File: config.mk
export PLATFORM = sky130hd
export DESIGN_NAME = if_stage
export DESIGN_NICKNAME = d
export VERILOG_FILES = /design/src/rtl/if_stage_pkg.sv /design/src/rtl/if_id_reg.sv /design/src/rtl/if_stage.sv
export SDC_FILE = /design/constraint.sdc
export NUM_CORES = 1
export LEC_CHECK = 0
export CAP_MARGIN = 20
export CORE_MARGIN = 10
export CORE_UTILIZATION = 36
export DETAILED_ROUTE_END_ITERATION = 10
export PLACE_DENSITY = 0.64
export SYNTH_ARGS = -nofsm -noshare
export SYNTH_HDL_FRONTEND = slang
export SYNTH_SLANG_ARGS = --single-unit
File: constraint.sdc
create_clock -name Clk -period 9.5 [get_ports Clk]
set_input_delay 2.375 -clock Clk [delete_from_list [all_inputs] [get_ports Clk]]
set_output_delay 2.375 -clock Clk [all_outputs]
set_load 0.005 [all_outputs]
File: src/rtl/if_stage_pkg.sv
// Shared types and constants for the instruction-fetch stage and its IF/ID register.
package if_stage_pkg;

  localparam int unsigned XLEN = 32;

  typedef enum logic [1:0] {
    FETCH = 2'd0,
    HOLD  = 2'd1,
    DROP  = 2'd2
  } fetch_state_e;

  localparam logic [XLEN-1:0] NOP_INSTR = 32'h0;
  localparam logic [XLEN-1:0] PC_RESET  = 32'h0;
  localparam logic [XLEN-1:0] PC_STEP   = 32'd4;

  typedef struct packed {
    logic [XLEN-1:0] instr;
    logic [XLEN-1:0] pc;
  } ifid_payload_t;

endpackage

File: src/rtl/if_id_reg.sv
// IF/ID pipeline register: bubble clears the instruction and valid but keeps the PC.
module if_id_reg
  import if_stage_pkg::*;
(
  input  logic            clk,
  input  logic            rst,
  input  logic            i_load,
  input  logic            i_bubble,
  input  ifid_payload_t   i_payload,
  output logic [XLEN-1:0] o_instr,
  output logic [XLEN-1:0] o_pc,
  output logic            o_valid
);

  logic [XLEN-1:0] r_instr;
  logic [XLEN-1:0] r_pc;
  logic            r_valid;

  always_ff @(posedge clk or posedge rst) begin
    if (rst) begin
      r_instr <= NOP_INSTR;
      r_pc    <= PC_RESET;
      r_valid <= 1'b0;
    end else if (i_bubble) begin
      r_instr <= NOP_INSTR;
      r_valid <= 1'b0;
    end else if (i_load) begin
      r_instr <= i_payload.instr;
      r_pc    <= i_payload.pc;
      r_valid <= 1'b1;
    end
  end

  assign o_instr = r_instr;
  assign o_pc    = r_pc;
  assign o_valid = r_valid;

endmodule

File: src/rtl/if_stage.sv
// Instruction-fetch stage: PC, fetch FSM (FETCH/HOLD/DROP) and the IF/ID register.
// Define IF_FLUSH_EN to make a redirect squash the IF/ID register even under stall.
module if_stage
  import if_stage_pkg::*;
(
  input  logic            Clk,
  input  logic            Reset,
  input  logic            stall,
  input  logic            PCSource,
  input  logic [XLEN-1:0] jumpTarget,
  output logic            imemReq,
  output logic [XLEN-1:0] imemAddr,
  input  logic [XLEN-1:0] imemData,
  input  logic            imemAck,
  output logic [XLEN-1:0] instructions,
  output logic [XLEN-1:0] IF_ID_PC,
  output logic            IF_ID_valid
);

  localparam logic [XLEN-1:0] ALIGN_MASK = ~XLEN'(3);

  fetch_state_e    r_state;
  logic [XLEN-1:0] r_pc;
  logic [XLEN-1:0] r_hold_instr;
  logic [XLEN-1:0] r_hold_pc;
  logic [XLEN-1:0] r_drop_addr;
  logic            r_imem_req;
  logic [XLEN-1:0] r_imem_addr;

  logic [XLEN-1:0] w_pc_plus;
  logic [XLEN-1:0] w_jump_pc;
  logic            w_load_fetch;
  logic            w_load_hold;
  logic            w_load;
  logic            w_bubble;
  logic            w_flush;
  ifid_payload_t   w_payload;

  assign w_pc_plus = r_pc + PC_STEP;
  assign w_jump_pc = jumpTarget & ALIGN_MASK;

`ifdef IF_FLUSH_EN
  assign w_flush = PCSource;
`else
  assign w_flush = 1'b0;
`endif

  // IF/ID control: load from memory or hold buffer, otherwise bubble unless stalled.
  assign w_load_fetch = (r_state == FETCH) && imemAck && !stall && !PCSource;
  assign w_load_hold  = (r_state == HOLD) && !stall && !PCSource;
  assign w_load       = w_load_fetch || w_load_hold;
  assign w_bubble     = w_flush || (!stall && !w_load);
  assign w_payload.instr = w_load_fetch ? imemData : r_hold_instr;
  assign w_payload.pc    = w_load_fetch ? w_pc_plus : r_hold_pc;

  // Fetch FSM; imemReq/imemAddr are registered with the value of the next state.
  always_ff @(posedge Clk or posedge Reset) begin
    if (Reset) begin
      r_state      <= FETCH;
      r_pc         <= PC_RESET;
      r_hold_instr <= NOP_INSTR;
      r_hold_pc    <= PC_RESET;
      r_drop_addr  <= PC_RESET;
      r_imem_req   <= 1'b1;
      r_imem_addr  <= PC_RESET;
    end else if (PCSource) begin
      r_pc <= w_jump_pc;
      case (r_state)
        FETCH: begin
          if (imemAck) begin
            r_imem_addr <= w_jump_pc;
          end else begin
            r_drop_addr <= r_pc;
            r_state     <= DROP;
          end
        end
        HOLD: begin
          r_state     <= FETCH;
          r_imem_req  <= 1'b1;
          r_imem_addr <= w_jump_pc;
        end
        DROP: begin
          if (imemAck) begin
            r_state     <= FETCH;
            r_imem_addr <= w_jump_pc;
          end
        end
        default: begin
          r_state     <= FETCH;
          r_imem_req  <= 1'b1;
          r_imem_addr <= w_jump_pc;
        end
      endcase
    end else begin
      case (r_state)
        FETCH: begin
          if (imemAck) begin
            r_pc        <= w_pc_plus;
            r_imem_addr <= w_pc_plus;
            if (stall) begin
              r_hold_instr <= imemData;
              r_hold_pc    <= w_pc_plus;
              r_state      <= HOLD;
              r_imem_req   <= 1'b0;
            end
          end
        end
        HOLD: begin
          if (!stall) begin
            r_state     <= FETCH;
            r_imem_req  <= 1'b1;
            r_imem_addr <= r_pc;
          end
        end
        DROP: begin
          if (imemAck) begin
            r_state     <= FETCH;
            r_imem_addr <= r_pc;
          end
        end
        default: begin
          r_state     <= FETCH;
          r_imem_req  <= 1'b1;
          r_imem_addr <= r_pc;
        end
      endcase
    end
  end

  assign imemReq  = r_imem_req;
  assign imemAddr = r_imem_addr;

  if_id_reg u_if_id_reg (
    .clk       (Clk),
    .rst       (Reset),
    .i_load    (w_load),
    .i_bubble  (w_bubble),
    .i_payload (w_payload),
    .o_instr   (instructions),
    .o_pc      (IF_ID_PC),
    .o_valid   (IF_ID_valid)
  );

endmodule
==> results.ini <==
[worst_setup_path]
crit_path_max_incr_delay_ns=0.77
cp_top_family=simple AND/OR/NAND/NOR gates
critPathArrivalTime_ns=5.03
path_class=input pin to flop
worstPathCellList=clkdlybuf4s50_1 -> or4b_4 -> nor2_4 -> buf_4 -> mux2i_1 -> o21ai_1
end_kind=flop
path_max_fanout=35
crit_slowest_cell=or4b_4
required_ns=9.79
cp-start-kind=input pin
crit_buf_inv=2

[synth]
synth_top_cell_by_area=dfrtp_1
muxShareOfSynthArea=0.0217
synthTopCellsByCount=250 x nand2_1, 188 x dfrtp_1, 102 x o21ai_0, 45 x o21ai_1, 43 x clkbuf_1
synthAdderAreaFrac=0.00137
yosysUniqueCellTypes=56
syn_area_per_cell_sq_um=9.12
synth.most_common_cell=nand2_1
ys_ff_latch=189
synth-seq-area-share=0.519
synth-compound-area-share=0.161
yosys_warnings=0
synth_edf_count=0
netlist_top_cells_area=dfrtp_1 52%, nand2_1 10%, o21ai_0 5.6%
syn_area_sq_mm=0.00912
synth_top_family_by_area=simple AND/OR/NAND/NOR gates
syn-instance-count=1000
ys.flop_type=dfrtp_1
synth-async-reset-ratio=1.00
synth-xor-area-share=0.0596
synth.top_cell.area_share=0.516
synth-simple-area-share=0.192

[floorplan]
die_x_microns=179
row_count=58
core-area_sq_mm=0.0250
dieArea_sq_mm=0.0321
start_util=0.364
ios=167
die_h_microns=179

[sta]
tightestPinTransition_ns=1.06
finalCriticalPeriod_ns=4.75
fin_crit_sh=0.500
max_freq_ghz=0.211
fin_skew_ns=0.0171
setup_tns_ns=0
setup_viol=0
rsz0062_at_grt=no
slew_violations=0
maxSlewHeadroom=0.289
finalHoldViolCount=0

[routing]
finalWirelength_microns=26200
vias_per_cell=5.22
drtIter0Drc=830
ant_nets=0
firstDrtPassIters=5
vias=7589
wl_per_cell_microns=18.0
drc_errors=0

[place]
place_congestion=0.839
dp_hpwl_microns=17500
portBuffers=162

[layout]
syn2layout_area_growth_pct=25.7
final_nets=1181
postLayoutCoreUtil=0.458
drive_gt1_frac=0.0658
fillers=2411

[clocking]
post_cts_resize_count=0
clock_latency_ns=0.44
clockBufferDepth=2
hold_buffers=0
cts_inserted_buffers=17
clkSinkCount=189
h-tree-depth=4
clk_pin_slew_ns=0.07
cts_root_buf=clkbuf_16
post-cts-setup-buffer-count=0
cts_tree=built

[hold_path]
min_path_type=flop to flop

[power]
clkPwrFrac=0.322
pwr_density_cell_mw_per_mm2=198
p_comb_frac=0.215
leakage_nw=4.76
p_sw_frac=0.292
peakVddDrop_v=0.000119
intPower_mw=1.61
p_seq_frac=0.464
switchingPower_mw=0.664

[global_routing]
grt_pass1_wl_microns=41600
overflow=0
grt_pass1_vias=7337
grt_max_degree=116
grtUsageTotal=0.163
antenna_found_initial=1

[run_status]
status=complete, no violations

[job]
drv_cap=0

[tightest hold or removal path: cells and delay by family (launching register included)]
| kind | cells | cell delay [ns] |
|---|---|---|
| flops | 1 | 0.34 |
| simple gates | 2 | 0.10 |
[flip-flops by register name (all words and copies together) (netlist names)]
signal and count:
imemReq 1, r_hold_instr 32, u_if_id_reg.o_valid 1, r_hold_pc 30, imemAddr 31, r_pc 30, u_if_id_reg.o_instr 32, r_state 2
u_if_id_reg.o_pc 30
[power by group through the flow]
stage	Sequential [mW]	Clock, mW	Combinational (mW)
2_1_floorplan	1.04	0	0.257
3_3_place_gp	1.06	0	0.488
3_5_place_dp	1.07	0	0.496
4_1_cts	1.05	0.750	0.499
5_1_grt	1.07	0.783	0.547
6_report	1.05	0.731	0.488
[cell type report]
| cell class | count | area [sq um] | share of cell area |
|---|---|---|---|
| well taps | 330 | 413 | 0.0360 |
| diodes | 1 | 2.50 | 0.000218 |
| clock buffers | 19 | 443 | 0.0387 |
| flip-flops and latches | 189 | 4730 | 0.413 |
| clock inverters | 13 | 150 | 0.0131 |
| inverters | 6 | 30.0 | 0.00262 |
| repair buffers | 173 | 1690 | 0.148 |
| multi-input cells | 724 | 4000 | 0.349 |
[through the flow]
step	hold slack [ns]	area [sq um]	instances	power (mW)	setup slack, ns
4_1_cts	0.475	11400	1453	2.30	4.79
5_1_grt	0.505	11500	1454	2.40	4.63
3_5_place_dp	0.458	10900	1421	1.56	4.32
3_3_place_gp	0.453	10900	1421	1.55	4.36
2_1_floorplan	0.441	9120	1001	1.30	1.98
6_report	0.470	11500	1455	2.27	4.75
[logic make-up (layout without fill, tap and decap cells)]
logic type,count (synthesis),count (layout)
adders and majority gates,1,1
DFF,189,189
AOI/OAI and AO/OA,250,250
other,1,3
xor gates and xnor gates,62,62
buffers and inverters,88,211
muxes,19,19
and+or+nand+nor,390,390
[layer usage]
metal / vias to the layer above / GRT usage / share of wire
met5: - / 0 / 0
met4: 0 / 0.0379 / 0.012
met3: 17 / 0.0409 / 0.070
met2: 222 / 0.244 / 0.45
met1: 3698 / 0.231 / 0.47
li1: 3652 / - / -
[cells in the final DEF, fill, tap and decap left out, types with 6 or more instances in the layout]
cell type and instances:
mux2i_1 13, and3_1 8, o21ai_1 45, xor2_1 36, a22oi_1 38, xnor2_1 26, mux2_2 6, nor2_1 36
nand3_1 31, a21oi_1 24, dfrtp_1 188, a31oi_1 6, a21o_1 7, nor3_1 15, clkbuf_16 17, o211ai_1 9
nand2_1 250, o21ai_0 102, nand4_1 18, clkdlybuf4s50_1 160, buf_4 10
[worst paths after layout]
path                               start  cells after the start  slack [ns]                       to
setup / recovery                 imemAck                      6        4.75   u_if_id_reg.o_instr[2]
hold / removal             r_hold_pc[15]                      2        0.47            r_hold_pc[15]
setup reg to reg                 r_pc[2]                      6        6.44            r_hold_pc[30]
hold reg to reg            r_hold_pc[15]                      2        0.47            r_hold_pc[15]
max in group asynchronous          Reset                      3        5.51     u_if_id_reg.o_pc[14]
min in group asynchronous          Reset                      2        2.47  u_if_id_reg.o_instr[26]
Note: power is estimated with default switching activity, not from simulation.
